**src/rtl/bias_add_sequencer.sv**
```systemverilog
// Bias-add sequencer: saturating per-lane add of the current group's bias to each accepted beat, walking bias groups across a layer pass.
// One-cycle latency; acc_ready drops while a registered beat is held by out_ready=0, so the pipe never overwrites or drops data.
module bias_add_sequencer #(
    parameter int N_adder_tree  = 16,
    parameter int W             = 18,
    parameter int N_GROUPS      = 4,
    parameter int PIX_PER_GROUP = 196,
    localparam int GW = (N_GROUPS > 1) ? $clog2(N_GROUPS) : 1,
    localparam int PW = (PIX_PER_GROUP > 1) ? $clog2(PIX_PER_GROUP) : 1
) (
    input  logic                      clk,
    input  logic                      rst,
    input  logic                      start,
    output logic [GW-1:0]             grp_sel,
    input  logic [N_adder_tree*W-1:0] bias_in,
    input  logic [N_adder_tree*W-1:0] acc_in,
    input  logic                      acc_valid,
    output logic                      acc_ready,
    output logic [N_adder_tree*W-1:0] out_data,
    output logic                      out_valid,
    input  logic                      out_ready,
    output logic                      busy,
    output logic                      done
);

    typedef enum logic [1:0] {S_IDLE, S_RUN, S_DRAIN, S_DONE} state_t;

    localparam logic [PW-1:0] LAST_PIX = PW'(PIX_PER_GROUP - 1);
    localparam logic [GW-1:0] LAST_GRP = GW'(N_GROUPS - 1);

    state_t                    state, state_nxt;
    logic [PW-1:0]             pix;
    logic [N_adder_tree*W-1:0] sum_sat;
    logic                      accept;
    logic                      last_beat;

    assign accept    = acc_valid && acc_ready;
    assign last_beat = (pix == LAST_PIX) && (grp_sel == LAST_GRP);

    // Widen by one bit so overflow shows up as a mismatch of the top two sum bits.
    for (genvar i = 0; i < N_adder_tree; i++) begin : g_lane
        logic signed [W:0] s;
        assign s = {acc_in[W*(i+1)-1], acc_in[W*i +: W]}
                 + {bias_in[W*(i+1)-1], bias_in[W*i +: W]};
        assign sum_sat[W*i +: W] = (s[W] != s[W-1])
                                 ? (s[W] ? {1'b1, {(W-1){1'b0}}} : {1'b0, {(W-1){1'b1}}})
                                 : s[W-1:0];
    end

    always_ff @(posedge clk) begin
        if (rst) state <= S_IDLE;
        else     state <= state_nxt;
    end

    always_comb begin
        state_nxt = state;
        case (state)
            S_IDLE:  if (start) state_nxt = S_RUN;
            S_RUN:   if (accept && last_beat) state_nxt = S_DRAIN;
            S_DRAIN: if (!out_valid || out_ready) state_nxt = S_DONE;
            S_DONE:  state_nxt = S_IDLE;
            default: state_nxt = S_IDLE;
        endcase
    end

    always_comb begin
        acc_ready = 1'b0;
        busy      = 1'b0;
        done      = 1'b0;
        case (state)
            S_RUN: begin
                acc_ready = !out_valid || out_ready;
                busy      = 1'b1;
            end
            S_DRAIN: busy = 1'b1;
            S_DONE:  done = 1'b1;
            default: ;
        endcase
    end

    always_ff @(posedge clk) begin
        if (rst) begin
            grp_sel   <= '0;
            pix       <= '0;
            out_valid <= 1'b0;
            out_data  <= '0;
        end else begin
            if (state == S_IDLE && start) begin
                grp_sel <= '0;
                pix     <= '0;
            end else if (accept) begin
                if (pix == LAST_PIX) begin
                    pix <= '0;
                    // Hold on the last group so grp_sel stays in range until the next start.
                    if (grp_sel != LAST_GRP) grp_sel <= grp_sel + 1'b1;
                end else begin
                    pix <= pix + 1'b1;
                end
            end
            if (accept) begin
                out_data  <= sum_sat;
                out_valid <= 1'b1;
            end else if (out_ready) begin
                out_valid <= 1'b0;
            end
        end
    end

endmodule

```
**config.mk**
```make
export PLATFORM = sky130hd
export DESIGN_NAME = bias_add_sequencer
export DESIGN_NICKNAME = d
export VERILOG_FILES = /design/src/rtl/bias_add_sequencer.sv
export SDC_FILE = /design/constraint.sdc
export NUM_CORES = 1
export LEC_CHECK = 0
export ABC_AREA = 1
export BUFFER_PORTS_ARGS = -buffer_cell sky130_fd_sc_hd__buf_2
export CAP_MARGIN = 30
export CORE_AREA = 2 2 336 338
export CTS_BUF_LIST = sky130_fd_sc_hd__clkbuf_8
export DETAILED_ROUTE_END_ITERATION = 6
export DIE_AREA = 0 0 338 340
export PLACE_DENSITY_LB_ADDON = 0.12
export SLEW_MARGIN = 25
export SYNTH_ARGS = -nofsm -noshare
export SYNTH_HDL_FRONTEND = slang
export SYNTH_SLANG_ARGS = --single-unit
```
**constraint.sdc**
```tcl
create_clock -name clk -period 3.7 [get_ports clk]
set_input_delay 0.74 -clock clk [delete_from_list [all_inputs] [get_ports clk]]
set_output_delay 0.74 -clock clk [all_outputs]
set_load 0.02 [all_outputs]
```
* Yosys cells after proc, flatten, opt, wreduce, memory -nomap -nowiden *
Index checks and enable logic that the tools add are counted.

word-level totals
  flip-flop bits (word level) = 301
  output and inout port bits = 294
  logic and storage cells = 102

cells by class
  $add $sub $neg = 18
  equal/unequal tests = 25
  mux-type cells = 42
  reduce and logical (&&, ||, !) cells = 12

operators by type and width
  operator               number
  $mux W18               32
  $add A18 B18 Y19       16
  $ne A1 B1 Y1           16
  $add A8 B1 Y8 const B  1
  $eq A8 B8 Y1 const B   1
  $mux W8                1
  $ne A2 B2 Y1 const B   4
  $pmux W2 S4            1
  $eq A2 B2 Y1 const B   3
  $mux W2                3
  $reduce_and A3 Y1      2
  $mux W1                5
  $logic_and A1 B1 Y1    4
  $reduce_or A2 Y1       2
  $add A2 B1 Y2 const B  1
  $eq A2 B1 Y1 const B   1
  $logic_not A2 Y1       1
  $reduce_bool A2 Y1     1
  $logic_not A1 Y1       1
  $logic_or A1 B1 Y1     1

* Longest topological paths before layout *
  word-level depth = 7
  gate-level depth with buffers = 16
  depth with buffers taken out = 15

* Worst setup path after synthesis *
No wires, ideal clock.

  path kind = input port to flip-flop
  start = in bias_in[216]
  end = reg out_data[222]
  library setup time = 122 ps
  arrival time = 2475 ps
  data required time = 3578 ps
  path slack = 1103 ps
  cell stages on the path = 15
  path buffers = 1
  cell sequence = ha_1 -> fa_1 -> nand3_1 -> nand3_2 -> nand2_1 -> nand2_2 -> nand2_2 -> nand2_2 -> nand2_1 -> nand3_1 -> nand2_2 -> nor2_4 -> nor2_4 -> buf_8 -> a21oi_2

on the way
  cells in the longest elaborated chain, start to end = 3

ends and longest elaborated chain
  what                                      RTL line  text
  start, declared                           15        input logic [N_adder_tree*W-1:0] bias_in,
  $add A18 B18 Y19 (*)                      44        + {bias_in[W*(i+1)-1], bias_in[W*i +: W]};
  $mux W18 or $ne A1 B1 Y1 (tied branches)  46, 45
  $mux W18 (*)                              46        ? (s[W] ? {1'b1, {(W-1){1'b0}}} : {1'b0, {(W-1){1'b1}}})
  end signal, assigned                      101       out_data <= sum_sat;
  end, declared                             19        output logic [N_adder_tree*W-1:0] out_data,

Mark *: on every way between the ends. The rest lies on a longest branch, timed or not.
A chain may end at the register's enable or synchronous reset.

* Final worst setup path *
  start = reg state[1]
  end = out acc_ready

on the way
  cells in the longest elaborated chain, start to end = 2

ends and longest elaborated chain
  what                    RTL line  text
  start, declared         31        state_t state, state_nxt;
  start signal, assigned  52        else state <= state_nxt;
  $eq A2 B1 Y1            70        case (state)
  $mux W1                 70
  end, declared           18        output logic acc_ready,

No other way between the ends.

==> flow_metrics.py <==
metrics = {
    "logic_synthesis": {
        "yosys.area.top_type_share": 0.2150,
        "synthCells": 4181,
        "synthDistinctLibCells": 48,
        "yosysWarnings": 0,
        "mappedNetlistArea_um2": 28030,
        "syn_avg_cell_area_um2": 6.705,
        "yosysTopAreaCell": "dfxtp_1",
        "ys_ff_latch": 301,
        "synth_area_leaders": "dfxtp_1 (21%), nand2_1 (16%), ha_1 (13%)",
        "synth_fa_ha_area_frac": 0.1431,
        "syn_nets": 5073,
        "synth_xor_area_frac": 0.05999,
        "synth_compound_area_frac": 0.1986,
        "synth_top_family_by_area": "simple AND/OR/NAND/NOR gates",
        "synth-seq-area-share": 0.2150,
        "synthMuxAreaShare": 0,
        "synth-simple-area-share": 0.3119,
    },
    "run": {
        "cap_violations": 0,
    },
    "critical_path": {
        "start_kind": "register",
        "critical_path.max_fanout": 4,
        "critPathArrivalTime_ps": 1700,
        "critPathKind": "register to primary output",
        "critPathRequiredTime_ps": 2960,
        "end_kind": "primary output",
    },
    "sta": {
        "fin_ws_ps": 1258,
        "setup_viol_count_final": 0,
        "hold_slack_ps": 463.4,
        "relSlewSlack": 0.5334,
        "period_minus_slack_ps": 2443,
        "tightest_slew_ps": 699.9,
        "finalClockSkew_ps": 26.07,
        "drv_slew": 0,
        "hold_viol": 0,
        "rsz0062_at_grt": "false",
        "fin_crit_sh": 0.6601,
        "fmax_mhz": 409.4,
        "fin_tns_setup_ps": 0,
    },
    "final_layout": {
        "final_cell_mix": "nand2_1 (1229), buf_2 (874), a21oi_1 (395)",
        "stdcell_area_um2": 35250,
        "drive_above_1_share": 0.2587,
        "fillCellCount": 12616,
        "area_growth_syn_to_layout_pct": 25.73,
        "nets": 5937,
        "multi_input_area_um2": 20010,
        "seq_area_um2": 6026,
        "final_common_cell": "nand2_1",
    },
    "die": {
        "die_area_um2": 114900,
        "core-area_um2": 111600,
        "die_h_um": 340,
        "ioPinCount": 875,
        "num_rows": 123,
        "fp.dieW_um": 338,
        "start_util": 0.2512,
    },
    "clock_network": {
        "h-tree-depth": 3,
        "root_buffer": "clkbuf_8",
        "postCtsSetupRepairBufs": 0,
        "cts_buffer_depth": 3,
        "cts_resized": 0,
        "cts_inserted_buffers": 70,
        "clk_pin_slew_ps": 50,
        "postCtsHoldBufs": 0,
        "worstSkewPairLatency_ps": 670,
        "cts_tree": "yes",
        "clock-sinks": 301,
    },
    "grt": {
        "grt_max_degree": 104,
        "first_global_vias": 29703,
        "grt-ovfl-total": 0,
        "grt_util_all_layers": 0.1973,
        "antenna_found_initial": 23,
        "grt_pass1_wl_um": 175900,
    },
    "placed_design": {
        "gp_congestion": 0.9009,
        "port_buffers": 874,
        "placed_area_um2": 33870,
        "place_ws_ps": 637.2,
        "hpwlAfterDp_um": 97160,
    },
    "pwr": {
        "seq_power_share": 0.274,
        "leakage_uw": 0.01871,
        "p_clk_frac": 0.247,
        "ir_drop_mv": 0.1895,
        "p_per_area_nw_per_um2": 449.1,
        "p_sw_frac": 0.4578,
        "p_int_uw": 8582,
        "switching_power_uw": 7247,
        "p_comb_frac": 0.479,
    },
    "detailed_routing": {
        "ant_nets": 0,
        "routed_wl_um": 117700,
        "drc": 0,
        "num_vias": 30471,
        "viasPerCell": 4.615,
        "first_pass_iters": 5,
        "post_drt_wl_per_cell_um": 17.82,
        "drt_iter0_markers": 1381,
    },
    "run_status": {
        "status": "finished clean",
    },
    "hold_path": {
        "hold_path.class": "register to register",
    },
}
-- cell usage after synthesis, drive strengths merged --
master,count
nand2,1306
a21oi,538
inv,350
dfxtp,301
o21ai,299
ha,295
nand3,280
nor2,258
xor2,129
xnor2,63
clkbuf,59
buf,45
nor3,42
o21bai,36
nand3b,31
nand4,29
a21o,21
a31oi,18
or2,18
fa,16
and2,13
o211ai,12
a21boi,7
nor4,6
o21a,4
a211oi,2
nor3b,2
clkinv,1
-- worst paths after layout --
path / start / to / slack (ps) / depth (start not counted)
max: state[1] / acc_ready / 1260 / 5
min: out_data[93] / out_data[93] / 460 / 2
max reg2reg: state[1] / out_data[2] / 1320 / 10
min reg2reg: out_data[93] / out_data[93] / 460 / 2
-- worst max-delay path: stages (launching register included) --
cell and delay [ps]:
dfxtp_1 320, inv_1 120, ha_1 190, inv_1 60
nor2_2 160, buf_2 220
-- registers in the layout (all words and copies together) (netlist names) --
signal	flops
pix	8
out_data	288
out_valid	1
state	2
grp_sel	2
-- metal layers --
| layer | vias to the layer above | share of wire | global-route usage |
|---|---|---|---|
| li1 | 15681 | - | - |
| met3 | 157 | 0.070 | 0.05025 |
| met2 | 768 | 0.47 | 0.3364 |
| met4 | 18 | 0.028 | 0.06519 |
| met5 | - | 0.00092 | 0 |
| met1 | 13847 | 0.43 | 0.2399 |
-- kinds of logic (layout without fill, tap and decap cells) --
group / Yosys count / in the layout
buf+inv: 455 / 1364
compound gates: 937 / 937
simple gates: 1985 / 1985
flops: 301 / 301
xor+xnor: 192 / 192
fa+ha+maj: 311 / 311
other cells: 0 / 12
-- power by group through the flow --
stage,clock [µW],sequential (µW),combinational (µW)
2_1_floorplan,0,5160,4240
3_3_place_gp,0,4400,7680
5_1_grt,4260,4420,8410
3_5_place_dp,0,4400,7650
4_1_cts,4110,4350,7680
6_report,3910,4330,7580
-- final cells by class --
| cell class | instances | share of cell area |
|---|---|---|
| Multi-Input combinational cell | 3425 | 0.5677 |
| Antenna cell | 12 | 0.0008520 |
| Clock inverter | 28 | 0.003550 |
| Tap cell | 1500 | 0.05325 |
| Sequential cell | 301 | 0.1710 |
| Timing Repair Buffer | 896 | 0.1309 |
| Inverter | 351 | 0.03795 |
| Clock buffer | 89 | 0.03475 |
-- stage by stage --
step | power, µW | util | std cells
floorplan | 9404 | - | 4181
global placement | 12070 | 0.3035 | 6473
detailed placement | 12050 | 0.3035 | 6473
CTS | 16140 | 0.3156 | 6590
global route | 17090 | 0.3159 | 6601
finish | 15830 | 0.3159 | 6602
No activity file was read; power rests on OpenSTA's default activity.
